==> src/rtl/instr_fetch_pkg.sv <==
// Shared constants for the instruction fetch block.
package instr_fetch_pkg;

  // Width of one instruction word returned by the ROM.
  localparam int unsigned INSTR_W = 32;

  // Byte distance between consecutive instructions.
  localparam int unsigned PC_INC = 4;

endpackage

==> src/rtl/fetch_fifo.sv <==
// DEPTH-entry synchronous FIFO with flush. The head word comes straight from the storage
// registers, so there is no combinational path from wdata_i to rdata_o.
module fetch_fifo #(
  parameter int unsigned Depth = 2,
  parameter int unsigned Width = 39,
  localparam int unsigned PtrW = (Depth > 1) ? $clog2(Depth) : 1,
  localparam int unsigned CntW = $clog2(Depth + 1)
) (
  input  logic            clk_i,
  input  logic            rst_ni,
  input  logic            flush_i,
  input  logic            push_i,
  input  logic            pop_i,
  input  logic [Width-1:0] wdata_i,
  output logic [Width-1:0] rdata_o,
  output logic [CntW-1:0]  count_o,
  output logic            full_o,
  output logic            empty_o
);

  logic [Width-1:0] mem_q [Depth];
  logic [PtrW-1:0]  wr_ptr_q, wr_ptr_d;
  logic [PtrW-1:0]  rd_ptr_q, rd_ptr_d;
  logic [CntW-1:0]  count_q, count_d;

  // Pointer and occupancy next-state; flush wins over push/pop.
  always_comb begin
    wr_ptr_d = wr_ptr_q;
    rd_ptr_d = rd_ptr_q;
    count_d  = count_q;
    if (flush_i) begin
      wr_ptr_d = '0;
      rd_ptr_d = '0;
      count_d  = '0;
    end else begin
      if (push_i) wr_ptr_d = wr_ptr_q + PtrW'(1);
      if (pop_i)  rd_ptr_d = rd_ptr_q + PtrW'(1);
      if (push_i && !pop_i)      count_d = count_q + CntW'(1);
      else if (pop_i && !push_i) count_d = count_q - CntW'(1);
    end
  end

  // Pointer and occupancy registers.
  always_ff @(posedge clk_i or negedge rst_ni) begin
    if (!rst_ni) begin
      wr_ptr_q <= '0;
      rd_ptr_q <= '0;
      count_q  <= '0;
    end else begin
      wr_ptr_q <= wr_ptr_d;
      rd_ptr_q <= rd_ptr_d;
      count_q  <= count_d;
    end
  end

  // Entry storage; cleared on reset so the head reads zero straight out of reset.
  always_ff @(posedge clk_i or negedge rst_ni) begin
    if (!rst_ni) begin
      for (int i = 0; i < int'(Depth); i++) mem_q[i] <= '0;
    end else if (push_i && !flush_i) begin
      mem_q[wr_ptr_q] <= wdata_i;
    end
  end

  assign rdata_o = mem_q[rd_ptr_q];
  assign count_o = count_q;
  assign full_o  = (count_q == CntW'(Depth));
  assign empty_o = (count_q == '0);

endmodule

==> src/rtl/instr_fetch.sv <==
// Instruction fetch: owns the PC, reads the combinational ROM and queues {pc, instr}
// pairs for decode. Execute redirects flush the queue and reload the PC.
module instr_fetch
  import instr_fetch_pkg::*;
#(
  parameter int unsigned          ADDR_W   = 7,
  parameter logic [ADDR_W-1:0]    RESET_PC = '0,
  parameter int unsigned          DEPTH    = 2
) (
  input  logic               clk_i,
  input  logic               rst_ni,
  input  logic               fetch_en_i,
  output logic [ADDR_W-1:0]  rom_addr_o,
  output logic               rom_en_o,
  input  logic [INSTR_W-1:0] rom_data_i,
  input  logic               redirect_valid_i,
  input  logic [ADDR_W-1:0]  redirect_pc_i,
  output logic               out_valid_o,
  input  logic               out_ready_i,
  output logic [INSTR_W-1:0] out_instr_o,
  output logic [ADDR_W-1:0]  out_pc_o
);

  localparam int unsigned CntW = $clog2(DEPTH + 1);

  typedef struct packed {
    logic [ADDR_W-1:0]  pc;
    logic [INSTR_W-1:0] instr;
  } fetch_entry_t;

  logic [ADDR_W-1:0] pc_q, pc_d;
  fetch_entry_t      wr_entry, rd_entry;
  logic [CntW-1:0]   fifo_count;
  logic              fifo_full, fifo_empty;
  logic              pop, push, space;
  logic              unused_bits;

  // Handshake decode: a redirect suppresses both pop and push in its cycle. A full buffer
  // still accepts a fetch when the head leaves in the same cycle.
  always_comb begin
    pop   = !fifo_empty && out_ready_i && !redirect_valid_i;
    space = !fifo_full || pop;
    push  = rst_ni && fetch_en_i && !redirect_valid_i && space;
  end

  // PC next-state: redirect target is word-aligned, otherwise advance on each fetch.
  always_comb begin
    pc_d = pc_q;
    if (redirect_valid_i) begin
      pc_d = {redirect_pc_i[ADDR_W-1:2], 2'b00};
    end else if (push) begin
      pc_d = pc_q + ADDR_W'(PC_INC);
    end
  end

  // PC register.
  always_ff @(posedge clk_i or negedge rst_ni) begin
    if (!rst_ni) begin
      pc_q <= RESET_PC;
    end else begin
      pc_q <= pc_d;
    end
  end

  assign wr_entry.pc    = pc_q;
  assign wr_entry.instr = rom_data_i;

  fetch_fifo #(
    .Depth (DEPTH),
    .Width ($bits(fetch_entry_t))
  ) u_fetch_fifo (
    .clk_i   (clk_i),
    .rst_ni  (rst_ni),
    .flush_i (redirect_valid_i),
    .push_i  (push),
    .pop_i   (pop),
    .wdata_i (wr_entry),
    .rdata_o (rd_entry),
    .count_o (fifo_count),
    .full_o  (fifo_full),
    .empty_o (fifo_empty)
  );

  assign rom_addr_o  = pc_q;
  assign rom_en_o    = push;
  assign out_valid_o = !fifo_empty;
  assign out_pc_o    = rd_entry.pc;
  assign out_instr_o = rd_entry.instr;

  // Occupancy is tracked via full/empty; redirect low bits are dropped by alignment.
  assign unused_bits = ^{fifo_count, redirect_pc_i[1:0]};

endmodule

==> config.mk <==
export PLATFORM = sky130hd
export DESIGN_NAME = instr_fetch
export DESIGN_NICKNAME = d
export VERILOG_FILES = /design/src/rtl/instr_fetch_pkg.sv /design/src/rtl/fetch_fifo.sv /design/src/rtl/instr_fetch.sv
export SDC_FILE = /design/constraint.sdc
export NUM_CORES = 1
export LEC_CHECK = 0
export BUFFER_PORTS_ARGS = -buffer_cell sky130_fd_sc_hd__buf_2
export CAP_MARGIN = 15
export CORE_MARGIN = 4
export CORE_UTILIZATION = 50
export CTS_BUF_LIST = sky130_fd_sc_hd__clkbuf_4
export CTS_CLUSTER_SIZE = 20
export DETAILED_ROUTE_END_ITERATION = 7
export PLACE_DENSITY = 0.77
export RECOVER_POWER = 50
export SLEW_MARGIN = 15
export SYNTH_ARGS = -nofsm -noshare
export SYNTH_HDL_FRONTEND = slang
export SYNTH_SLANG_ARGS = --single-unit
export TNS_END_PERCENT = 5
==> constraint.sdc <==
create_clock -name clk_i -period 1.85 [get_ports clk_i]
set_input_delay 0.0925 -clock clk_i [delete_from_list [all_inputs] [get_ports clk_i]]
set_output_delay 0.0925 -clock clk_i [all_outputs]
set_load 0.01 [all_outputs]
======== After elaboration in Yosys (flattened, before gate mapping) ========
Cells that the tools add are included.
word-level totals
  register bits after elaboration ......... 89
  word-level logic and storage cells ...... 51
cells by class
  bitwise operators ....................... 2
  mux-type cells .......................... 15
  add/subtract/negate cells ............... 5
  eq/ne operators ......................... 1
  order comparisons ....................... 3
  reduce and logical (&&, ||, !) cells .... 19
operators with widths
  operator                                                               number
  39-bit 2-to-1 mux                                                      4
  78-bit bitwise mux                                                     1
  39-bit demux with 1-bit select                                         1
  7-bit 2-to-1 mux                                                       2
  1-bit logical AND                                                      9
  7-bit by 3-bit adder with 7-bit output (second input constant)         1
  2-bit 2-to-1 mux                                                       3
  1-bit logical NOT                                                      5
  2-bit greater-or-equal comparator (second input constant)              2
  1-bit 2-to-1 mux                                                       4
  1-bit NOT with 2-bit output                                            2
  2-bit nonzero test                                                     2
  3-bit nonzero test                                                     1
  1-bit adder (second input constant)                                    2
  2-bit by 1-bit adder with 2-bit output (second input constant)         1
  2-bit == test (second input constant)                                  1
  2-bit logical NOT                                                      1
  2-bit by 1-bit < comparator with 1-bit output (second input constant)  1
  2-bit by 1-bit subtractor with 2-bit output (second input constant)    1
  1-bit logical OR                                                       1

======== Depth between registers and ports, before layout ========
  depth after elaboration ................. 11
  mapped depth ............................ 5
  gate-level depth less buffers ........... 5

======== By module ========
Synthesis repeated with hierarchy kept, for this count alone.
second synthesis, totals
  cells, all modules ...................... 264
  area, all modules ....................... 3,900.0 sq um
modules (own cells, without submodules)
  module       sequential area each (sq um)  area each (sq um)  cells an instance  times used
  fetch_fifo   2,052.0                       3,567.2            227                1
  instr_fetch  125.1                         332.8              37                 1

======== Worst setup path before layout ========
Ideal clock, no wire load.
  path kind ............................... register to register
  from .................................... register u_fetch_fifo.count_q[1], in the netlist u_fetch_fifo.count_o[1]
  to ...................................... register u_fetch_fifo.mem_q[39] in the netlist's numbering
  arrival ................................. 1.624 ns
  setup slack ............................. 0.101 ns
  cell stages (with the launch flop) ...... 5
  required time ........................... 1.725 ns
  cells stage by stage .................... dfrtp_1 nor3b_4 nor4_4 buf_6 mux2_2
on the way
  cells in the longest elaborated chain, start to end .. 7
ends and longest elaborated chain
  item                             RTL line           source
  from (decl)                      fetch_fifo.sv:24   logic [CntW-1:0] count_q, count_d;
  from (signal assigned)           fetch_fifo.sv:52   count_q <= count_d;
  2-bit logical NOT                fetch_fifo.sv:68   assign empty_o = (count_q == '0);
  1-bit logical NOT                instr_fetch.sv:41  pop = !fifo_empty && out_ready_i && !redirect_valid_i;
  1-bit logical AND (2 in a row)   instr_fetch.sv:41
  1-bit logical OR *               instr_fetch.sv:42  space = !fifo_full || pop;
  1-bit logical AND *              instr_fetch.sv:43  push = rst_ni && fetch_en_i && !redirect_valid_i && space;
  1-bit logical AND *              fetch_fifo.sv:60   end else if (push_i && !flush_i) begin
  to (signal, indexed assignment)  fetch_fifo.sv:61   mem_q[wr_ptr_q] <= wdata_i;
  to (decl)                        fetch_fifo.sv:21   logic [Width-1:0] mem_q [Depth];
Mark *: on every way between the ends. The rest lies on a longest branch, timed or not.
A chain may end at the register's enable or synchronous reset.

======== Final worst setup path ========
  from .................................... register u_fetch_fifo.count_q[0], in the netlist u_fetch_fifo.count_o[0]
  to ...................................... register u_fetch_fifo.mem_q[15] in the netlist's numbering
Same word-level chain as after synthesis.

==> impl_metrics.ini <==
[min_path]
min_from = fetch_en_i
hold_class = primary input to flop
whs_path_depth = 4
holdPathEnd = u_fetch_fifo.count_o[1]

[critical_path]
crit_family = simple AND/OR/NAND/NOR gates
cp_cell_sequence = nor3b_4 -> nor3_4 -> nand2_2 -> buf_12 -> mux2_2
cp-end-kind = flop
critPathLaunchType = flop
cp.depth = 5
r2r_end = u_fetch_fifo.mem_q[15]
crit_fanout = 19
crit_buf_inv = 1
crit_start = u_fetch_fifo.count_o[0]
cp.required_ns = 2.15
rrSetupSlack_ns = 0.11
cp_data_arrival_time_ns = 2.04
rr_startpoint = u_fetch_fifo.count_o[0]
crit_slowest_cell = dfrtp_2
r2r_cells = 5
worstSetupPathType = flop to flop
cp_slowest_stage_delay_ns = 0.46

[flow_run]
cap_violations = 0

[final_layout]
register_area_um2 = 2079
drive_gt1_frac = 0.5703
multi_input_area_um2 = 1577
area_growth_syn_to_layout_pct = 29.58
fillCellCount = 573
fin_nets = 431
antenna_cells = 0

[global_route]
antenna_found_initial = 0
grt_pass1_vias = 2758
track_usage = 0.1832
grt_pass1_wl_um = 12680
grt_max_degree = 72
grt-ovfl-total = 0

[sta]
setup_viol = 0
fin_skew_ns = 0.01196
finalCriticalPeriod_ns = 1.741
max_slew_margin = 0.3515
fin_crit_sh = 0.9412
setup_tns_ns = 0
worst_pin_slew_ns = 0.9728
rsz0062_at_grt = false
max_freq_mhz = 574.3
maxSlewViolCount = 0
hold_viol_final = 0

[route]
vias = 2447
postRouteAntennaNets = 0
drtIter0Drc = 52
viasPerCell = 4.994
drt_pass1_iterations = 4
wire_per_inst_um = 15.37
wl_um = 7530
drt_drc_violations_left = 0

[synthesis]
synth_area_leaders = dfrtp_1 (55%), mux2_2 (34%), buf_6 (1.8%), buf_4 (0.80%), xnor2_1 (0.70%)
synthCells = 252
syn-cell-area_um2 = 3760
yosysTopAreaCellShare = 0.5524
ys_seq_elements = 83
avgSynthCellArea_um2 = 14.92
synth_top_cell_by_area = dfrtp_1
synth_warnings = 0
ys_seq_area_frac = 0.5524
yosysUniqueCellTypes = 30

[floorplan]
chipHeight_um = 94.72
die_area_um2 = 8971
std_cell_rows = 31
coreArea_um2 = 7292
ios = 92
die_width_um = 94.72
initial_core_util = 0.5156

[power]
total_power_uw = 4910
p_leak_uw = 0.002235
ir_drop_mv = 0.6381
p_per_area_nw_per_um2 = 1008

[clock_network]
path_clk_slew_ns = 0.11
postCtsSetupRepairBufs = 0
clockBufferDepth = 2
cts_buffers = 9
cts_tree = yes
cts_root_buf = clkbuf_4
htree_num_levels = 3
clkSinkCount = 83
clk_latency_ns = 0.42

[placed_design]
io_buffer_count = 85
gp_congestion = 0.7037
place_hpwl_um = 4879

[run_status]
outcome = finished, final reports clean
[logic make-up (layout without fill, tap and decap cells)]
logic type	count (synthesis)	count (layout)	synth area share
compound gates	8	8	0.01231
xor+xnor	6	6	0.01398
fa+ha+maj	1	1	0.003327
buf+inv	15	151	0.03128
flops	83	83	0.5524
mux	114	114	0.3411
other cells	1	4	0.0009974
simple gates	24	24	0.04460
[per-layer routing]
metal	up-vias	track usage	part of all wire
met5	-	0	0
met4	0	0.06130	0.013
met3	10	0.06295	0.067
met2	63	0.3124	0.50
met1	1213	0.2161	0.42
li1	1161	-	-
[repair_timing]
action,in CTS,in global routing
hold buffers,41,0
resized for setup,0,1
setup endpoints to repair,0,15
hold endpoints to repair,85,0
[area by class of cell]
type | instances | area share
Clock buffer | 11 | 0.01695
Tap cell | 99 | 0.02542
Multi-Input combinational cell | 157 | 0.3236
Sequential cell | 83 | 0.4268
Timing Repair Buffer | 135 | 0.1913
Clock inverter | 5 | 0.01592
[cells in the final DEF, fill, tap and decap left out, types with 2 or more instances in the layout]
cell / n
dfrtp_1: 81
nand2_1: 5
xnor2_1: 3
xor2_1: 3
mux2_2: 113
clkbuf_4: 12
buf_12: 3
nand3_1: 2
clkbuf_1: 7
nor2_1: 4
nor3_1: 2
buf_4: 5
buf_2: 78
nor3b_1: 2
bufinv_16: 2
dfrtp_2: 2
o21ai_0: 5
dlygate4sd3_1: 41
conb_1: 4
[cells in the mapped netlist (all sizes together)]
library cell / n
nor4: 1
and3: 1
mux2: 113
and2: 1
a2111oi: 1
mux2i: 1
xor2: 3
o21a: 1
nand3: 2
dfrtp: 83
or2: 1
o21ai: 5
and3b: 1
nor3b: 3
nor2: 4
xnor2: 3
nand2: 6
ha: 1
conb: 1
nor3: 3
nand3b: 1
clkbuf: 3
a21oi: 1
buf: 12
[per-stage QoR]
stage | hold WS, ns | utilization | area, um2 | std cells | worst slack (ns)
6_report | 0.1471 | 0.6682 | 4872 | 490 | 0.1087
5_1_grt | 0.1318 | 0.6682 | 4872 | 490 | 0.009686
4_1_cts | 0.1215 | 0.6695 | 4882 | 490 | 0.05519
3_5_place_dp | 0.05049 | 0.5913 | 4312 | 433 | 0.07498
3_3_place_gp | 0.04215 | 0.5913 | 4312 | 433 | 0.1227
2_1_floorplan | -0.2031 | - | 3771 | 255 | 0.1007
[sequential cells by signal (all words and copies together), names as in the netlist]
signal	count
u_fetch_fifo.wr_ptr_q	1
u_fetch_fifo.mem_q	74
rom_addr_o	5
u_fetch_fifo.count_o	2
u_fetch_fifo.rd_ptr_q	1
[tightest hold or removal path, cell delays in order]
cell and delay, ns:
buf_2 0.11, and3_2 0.18, nor2_1 0.08, a2111oi_0 0.06
[worst max path at each step]
| stage | endpoint |
|---|---|
| floorplan | u_fetch_fifo.mem_q[39] |
| detailed placement | u_fetch_fifo.mem_q[15] |
| CTS | u_fetch_fifo.mem_q[15] |
| global placement | u_fetch_fifo.mem_q[12] |
| global route | u_fetch_fifo.mem_q[15] |
| finish | u_fetch_fifo.mem_q[15] |
[where the power goes]
part | internal (uW) | switching [uW]
registers | 2260 | 221
clock network | 576 | 585
logic | 764 | 506
total | 3600 | 1310
(Power assumes the default switching activity.)
